`config.mk`:
```
export PLATFORM = sky130hd
export DESIGN_NAME = input_port_unit
export DESIGN_NICKNAME = d
export VERILOG_FILES = /design/src/rtl/noc_pkg.sv /design/src/rtl/flit_fifo.sv /design/src/rtl/input_port_unit.sv
export SDC_FILE = /design/constraint.sdc
export NUM_CORES = 1
export LEC_CHECK = 0
export ABC_AREA = 1
export CORE_ASPECT_RATIO = 1.5
export CORE_MARGIN = 2
export CORE_UTILIZATION = 56
export CTS_CLUSTER_SIZE = 14
export DETAILED_ROUTE_END_ITERATION = 10
export PLACE_DENSITY = 0.86
export RECOVER_POWER = 25
export SLEW_MARGIN = 25
export SYNTH_ARGS = -nofsm -noshare
export SYNTH_HDL_FRONTEND = slang
export SYNTH_SLANG_ARGS = --single-unit
```
`constraint.sdc`:
```
create_clock -name clk -period 5.7 [get_ports clk]
set_input_delay 0.855 -clock clk [delete_from_list [all_inputs] [get_ports clk]]
set_output_delay 0.855 -clock clk [all_outputs]
set_load 0.05 [all_outputs]
```
`src/rtl/noc_pkg.sv`:
```
// rtl/noc_pkg.sv - shared mesh NoC port/switch codes and flit field helpers
package noc_pkg;

    localparam logic [2:0] OUT_NONE       = 3'd0;
    localparam logic [2:0] OUT_LOCAL_PORT = 3'd1;
    localparam logic [2:0] OUT_X1_PORT    = 3'd2;
    localparam logic [2:0] OUT_Y1_PORT    = 3'd3;

    localparam logic [2:0] SW_STOP  = 3'd0;
    localparam logic [2:0] SW_LOCAL = 3'd1;
    localparam logic [2:0] SW_X1    = 3'd2;
    localparam logic [2:0] SW_Y1    = 3'd3;

    // Widths are elaboration constants at every call site, so these reduce to plain slices.
    function automatic logic [7:0] dst_x_of(input logic [63:0] flit,
                                            input int unsigned data_w,
                                            input int unsigned x_w);
        logic [63:0] w_mask;
        w_mask = (64'd1 << x_w) - 64'd1;
        return 8'((flit >> (data_w - x_w)) & w_mask);
    endfunction

    function automatic logic [7:0] dst_y_of(input logic [63:0] flit,
                                            input int unsigned data_w,
                                            input int unsigned x_w,
                                            input int unsigned y_w);
        logic [63:0] w_mask;
        w_mask = (64'd1 << y_w) - 64'd1;
        return 8'((flit >> (data_w - x_w - y_w)) & w_mask);
    endfunction

endpackage

```
`src/rtl/flit_fifo.sv`:
```
// rtl/flit_fifo.sv - synchronous single-clock flit FIFO with registered head pointer
module flit_fifo #(
    parameter int DATA_W = 16,
    parameter int DEPTH  = 4
) (
    input  logic                     clk,
    input  logic                     rst,
    input  logic                     push,
    input  logic                     pop,
    input  logic [DATA_W-1:0]        wdata,
    output logic [DATA_W-1:0]        head,
    output logic [$clog2(DEPTH):0]   count
);
    localparam int PTR_W = $clog2(DEPTH);

    logic [DATA_W-1:0] r_mem [DEPTH];
    logic [PTR_W-1:0]  r_wr_ptr;
    logic [PTR_W-1:0]  r_rd_ptr;
    logic [PTR_W:0]    r_count;

    // Callers gate push with not-full and pop with not-empty; pointers wrap since DEPTH is 2^n.
    always_ff @(posedge clk) begin
        if (rst) begin
            r_wr_ptr <= '0;
            r_rd_ptr <= '0;
            r_count  <= '0;
        end else begin
            if (push) begin
                r_wr_ptr <= r_wr_ptr + 1'b1;
            end
            if (pop) begin
                r_rd_ptr <= r_rd_ptr + 1'b1;
            end
            if (push && !pop) begin
                r_count <= r_count + 1'b1;
            end else if (pop && !push) begin
                r_count <= r_count - 1'b1;
            end
        end
    end

    always_ff @(posedge clk) begin
        if (push) begin
            r_mem[r_wr_ptr] <= wdata;
        end
    end

    assign head  = r_mem[r_rd_ptr];
    assign count = r_count;

endmodule

```
`src/rtl/input_port_unit.sv`:
```
// rtl/input_port_unit.sv - router input port: flit buffer, XY route request, grant-driven pop
module input_port_unit
    import noc_pkg::*;
#(
    parameter int         DATA_W  = 16,
    parameter int         X_W     = 1,
    parameter int         Y_W     = 2,
    parameter int         DEPTH   = 4,
    parameter int         LOCAL_X = 0,
    parameter int         LOCAL_Y = 0,
    parameter logic [2:0] PORT_ID = SW_LOCAL
) (
    input  logic                   clk,
    input  logic                   rst,
    input  logic                   in_valid,
    input  logic [DATA_W-1:0]      in_flit,
    output logic                   in_ready,
    input  logic                   sa_en,
    input  logic [2:0]             out_local_sw,
    input  logic [2:0]             out_x_sw,
    input  logic [2:0]             out_y_sw,
    output logic [2:0]             port_dst,
    output logic                   out_valid,
    output logic [DATA_W-1:0]      out_flit,
    output logic [$clog2(DEPTH):0] count,
    output logic                   err_stale
);
    localparam int CNT_W = $clog2(DEPTH) + 1;

    logic              r_sa_en_q;
    logic              r_err_stale;
    logic [DATA_W-1:0] w_head;
    logic [CNT_W-1:0]  w_count;
    logic              w_nonempty;
    logic              w_push;
    logic              w_match;
    logic              w_grant;
    logic [X_W-1:0]    w_dst_x;
    logic [Y_W-1:0]    w_dst_y;
    logic [2:0]        w_route;

    assign w_nonempty = (w_count != '0);
    assign in_ready   = (w_count != CNT_W'(DEPTH));
    assign w_push     = in_valid && in_ready;

    // Grant inputs are allocator flops, so feeding grant back into port_dst is loop-free.
    assign w_match = (out_local_sw == PORT_ID) || (out_x_sw == PORT_ID) || (out_y_sw == PORT_ID);
    assign w_grant = r_sa_en_q && w_nonempty && w_match;

    flit_fifo #(
        .DATA_W (DATA_W),
        .DEPTH  (DEPTH)
    ) u_fifo (
        .clk   (clk),
        .rst   (rst),
        .push  (w_push),
        .pop   (w_grant),
        .wdata (in_flit),
        .head  (w_head),
        .count (w_count)
    );

    assign w_dst_x = X_W'(dst_x_of(64'(w_head), DATA_W, X_W));
    assign w_dst_y = Y_W'(dst_y_of(64'(w_head), DATA_W, X_W, Y_W));

    always_comb begin
        w_route = OUT_LOCAL_PORT;
        if (w_dst_x != X_W'(LOCAL_X)) begin
            w_route = OUT_X1_PORT;
        end else if (w_dst_y != Y_W'(LOCAL_Y)) begin
            w_route = OUT_Y1_PORT;
        end
    end

    always_ff @(posedge clk) begin
        if (rst) begin
            r_sa_en_q   <= 1'b0;
            r_err_stale <= 1'b0;
        end else begin
            r_sa_en_q <= sa_en;
            if (r_sa_en_q && !w_nonempty && w_match) begin
                r_err_stale <= 1'b1;
            end
        end
    end

    // Request is withdrawn in the grant cycle so the allocator never serves one flit twice.
    assign port_dst  = (w_nonempty && !w_grant) ? w_route : OUT_NONE;
    assign out_valid = w_grant;
    assign out_flit  = w_nonempty ? w_head : '0;
    assign count     = w_count;
    assign err_stale = r_err_stale;

endmodule

```
==> flow_metrics.tcl <==
set metrics [dict create \
    path_class "reg -> out" \
    power_leakage_nw 1.439 \
    worstReg2RegStart "u_fifo.count[0]$_SDFFE_PP0P_" \
    whs_path_depth 2 \
    combinationalPowerShare_pct 30.0 \
    clk_path_buf_depth 2 \
    cts_root_buffer "clkbuf_8" \
    portBuffers 52 \
    grt_pass1_wl_mm 9.432 \
    initial_utilization_pct 57.25 \
    dp_hpwl_mm 3.843 \
    r2r_slack_ns 3.54 \
    route.detailed.wl_per_inst_um 15.05 \
    netlist_top_cells_area "edfxtp_1, nor2_1, dfxtp_1" \
    area_growth_pct 25.49 \
    dieHeight_um 94.73 \
    hp-class "reg -> reg" \
    period_share_pct 64.62 \
    nets 369 \
    path_clk_slew_ns 0.06 \
    dp_slack_ns 2.153 \
    cts_resized 0 \
    worst_path_max_delay_cell "clkdlybuf4s50_1" \
    fp.dieW_um 64.49 \
    drv_cap 0 \
    clk_latency_ns 0.34 \
    critPathMaxStageDelay_ns 0.85 \
    min_period_ns 3.684 \
    clock_sinks 75 \
    drt-pass1-iter-count 5 \
    powerDensity_mw_per_mm2 395.4 \
    syn_area_mm2 0.003073 \
    final_max_slew_viol_count 0 \
    htreeDepth 3 \
    layout.cells.non_filler 407 \
    hold_end "u_fifo.count[2]$_SDFFE_PP0P_" \
    worstPathCellList "inv_2 -> nor2_1 -> o21ai_0 -> a21oi_1 -> clkdlybuf4s50_1" \
    cp_top_family "buffers and inverters" \
    slew_headroom_pct 50.79 \
    num_vias 2198 \
    grt_setup_unrepaired "no" \
    grt_pass1_vias 2027 \
    status "completed" \
    diodes 0 \
    ys_types 21 \
    setup_viol 0 \
    swShare_pct 32.91 \
    syn_avg_cell_area_um2 11.09 \
    ys_warn_count 0 \
    ys_ff_latch 75 \
    ant_nets 0 \
    num_io_pins 54 \
    finClkSkew_ns 0.01101 \
    clkPwrFrac_pct 26.7 \
    critPathMaxFanout 18 \
    synth_top_area_cell "edfxtp_1" \
    drt_iter0_markers 128 \
    reg2reg_to "u_fifo.count[2]$_SDFFE_PP0P_" \
    postCtsSetupRepairBufs 0 \
    hp-start "u_fifo.count[2]$_SDFFE_PP0P_" \
    worst_ep_arrival_time_ns 2.83 \
    cts_tree "built" \
    p_int_mw 1.023 \
    drive_above_1_share_pct 5.935 \
    antenna_found_initial 0 \
    crit_path_start_kind "flip-flop" \
    worst_ir_drop_vdd_v 0.0002775 \
    die-area_mm2 0.006108 \
    num_rows 33 \
    yosys.area.top_type_share_pct 62.54 \
    seqPwrFrac_pct 43.4 \
    dp_cells 393 \
    final_common_cell "nor2_1" \
    routed_wl_mm 6.125 \
    syn-num-nets 312 \
    ctsHoldBuffers 0 \
    fmax_mhz 271.5 \
    switchingPower_uw 501.8 \
    numCtsBuffers 9 \
    ys_seq_area_share_pct 69.71 \
    total_power_mw 1.525 \
    viasPerCell 5.400 \
    gp_congestion 0.7514 \
    post_dp_cell_area_mm2 0.003661 \
    max_slew.worst_pin.slew_ns 0.7372 \
    crit_path_end_kind "output pin" \
    fin_util_pct 71.84 \
    post_synth_inst_count 277 \
    finalSetupTns_ns 0 \
    core_mm2 0.005368 \
    drcViolationCount 0 \
    design_area_mm2 0.003856 \
    hold_viol_final 0 \
    required_ns 4.85 \
    fin_ws_ns 2.016 \
    grt_overflow_total 0 \
    layout_common_cells "nor2_1, edfxtp_1, clkdlybuf4s50_1" \
    critical_path_buf_inv_count 2 \
    worstRegToRegCells 11 \
    track_usage_pct 21.45 \
    grt_max_degree 34 \
    whs_ns 0.5075 \
]
[power groups by stage]
stage          combinational, mW  clock (mW)  sequential (mW)
2_1_floorplan              0.281           0            0.690
3_3_place_gp               0.453           0            0.670
3_5_place_dp               0.459           0            0.672
4_1_cts                    0.461       0.412            0.661
5_1_grt                    0.487       0.428            0.666
6_report                   0.457       0.406            0.662
[sequential cells by signal, indices dropped and copies added (netlist names), named ones only]
register and count:
u_fifo.r_wr_ptr 2, err_stale 1, r_sa_en_q 1, u_fifo.r_rd_ptr 2, u_fifo.count 3, u_fifo.r_mem 64
[synth_stat cells, drive strengths merged]
| master | instances |
|---|---|
| nor2 | 71 |
| edfxtp | 64 |
| o21ai | 31 |
| inv | 24 |
| nand2 | 23 |
| a21oi | 21 |
| dfxtp | 11 |
| buf | 9 |
| nand3 | 9 |
| ha | 5 |
| clkbuf | 2 |
| clkinv | 1 |
| conb | 1 |
| fa | 1 |
| nand3b | 1 |
| o211ai | 1 |
| or2 | 1 |
| xor2 | 1 |
[worst register-to-register path, delay by kind of cell (launching register included)]
family,cells,cell delay [ns]
simple gates,5,0.74
fa+ha+maj,2,0.52
flops,1,0.46
compound gates,2,0.20
buf+inv,2,0.18
[how the worst max path moves through the flow]
stage / from / slack [ns] / end / cells past startpoint
floorplan: u_fifo.count[0]$_SDFFE_PP0P_ / 2.79 / out_flit[10] / 5
global placement: out_x_sw[2] / 2.16 / port_dst[1] / 8
detailed placement: out_x_sw[1] / 2.15 / port_dst[1] / 8
CTS: flip-flop / 2.00 / out_flit[1] / 5
global route: flip-flop / 1.84 / out_flit[0] / 5
finish: flip-flop / 2.02 / out_flit[0] / 5
[layer usage]
layer | vias to the layer above | track usage, % | routed length, um
li1 | 1046 | - | -
met2 | 86 | 36.72 | 3288
met4 | 0 | 10.99 | 126
met3 | 9 | 5.602 | 308
met1 | 1057 | 24.71 | 2402
met5 | - | 0 | 0
[cell type report]
| class | instances | area [um2] |
|---|---|---|
| Tap cell | 70 | 87.58 |
| Inverter | 25 | 93.84 |
| Clock buffer | 10 | 127.6 |
| Clock inverter | 4 | 67.56 |
| Sequential cell | 75 | 2142 |
| Multi-Input combinational cell | 166 | 779.5 |
| Timing Repair Buffer | 57 | 558.0 |
| Fill cell | 367 | 1511 |
[cell families after synthesis]
group | synth area share [%]
and+or+nand+nor | 13.40
DFF | 69.71
AOI/OAI and AO/OA | 8.876
buffers and inverters | 4.927
adders and majority gates | 2.687
xor gates and xnor gates | 0.2851
other | 0.1220
No activity file was read; power rests on OpenSTA's default activity.
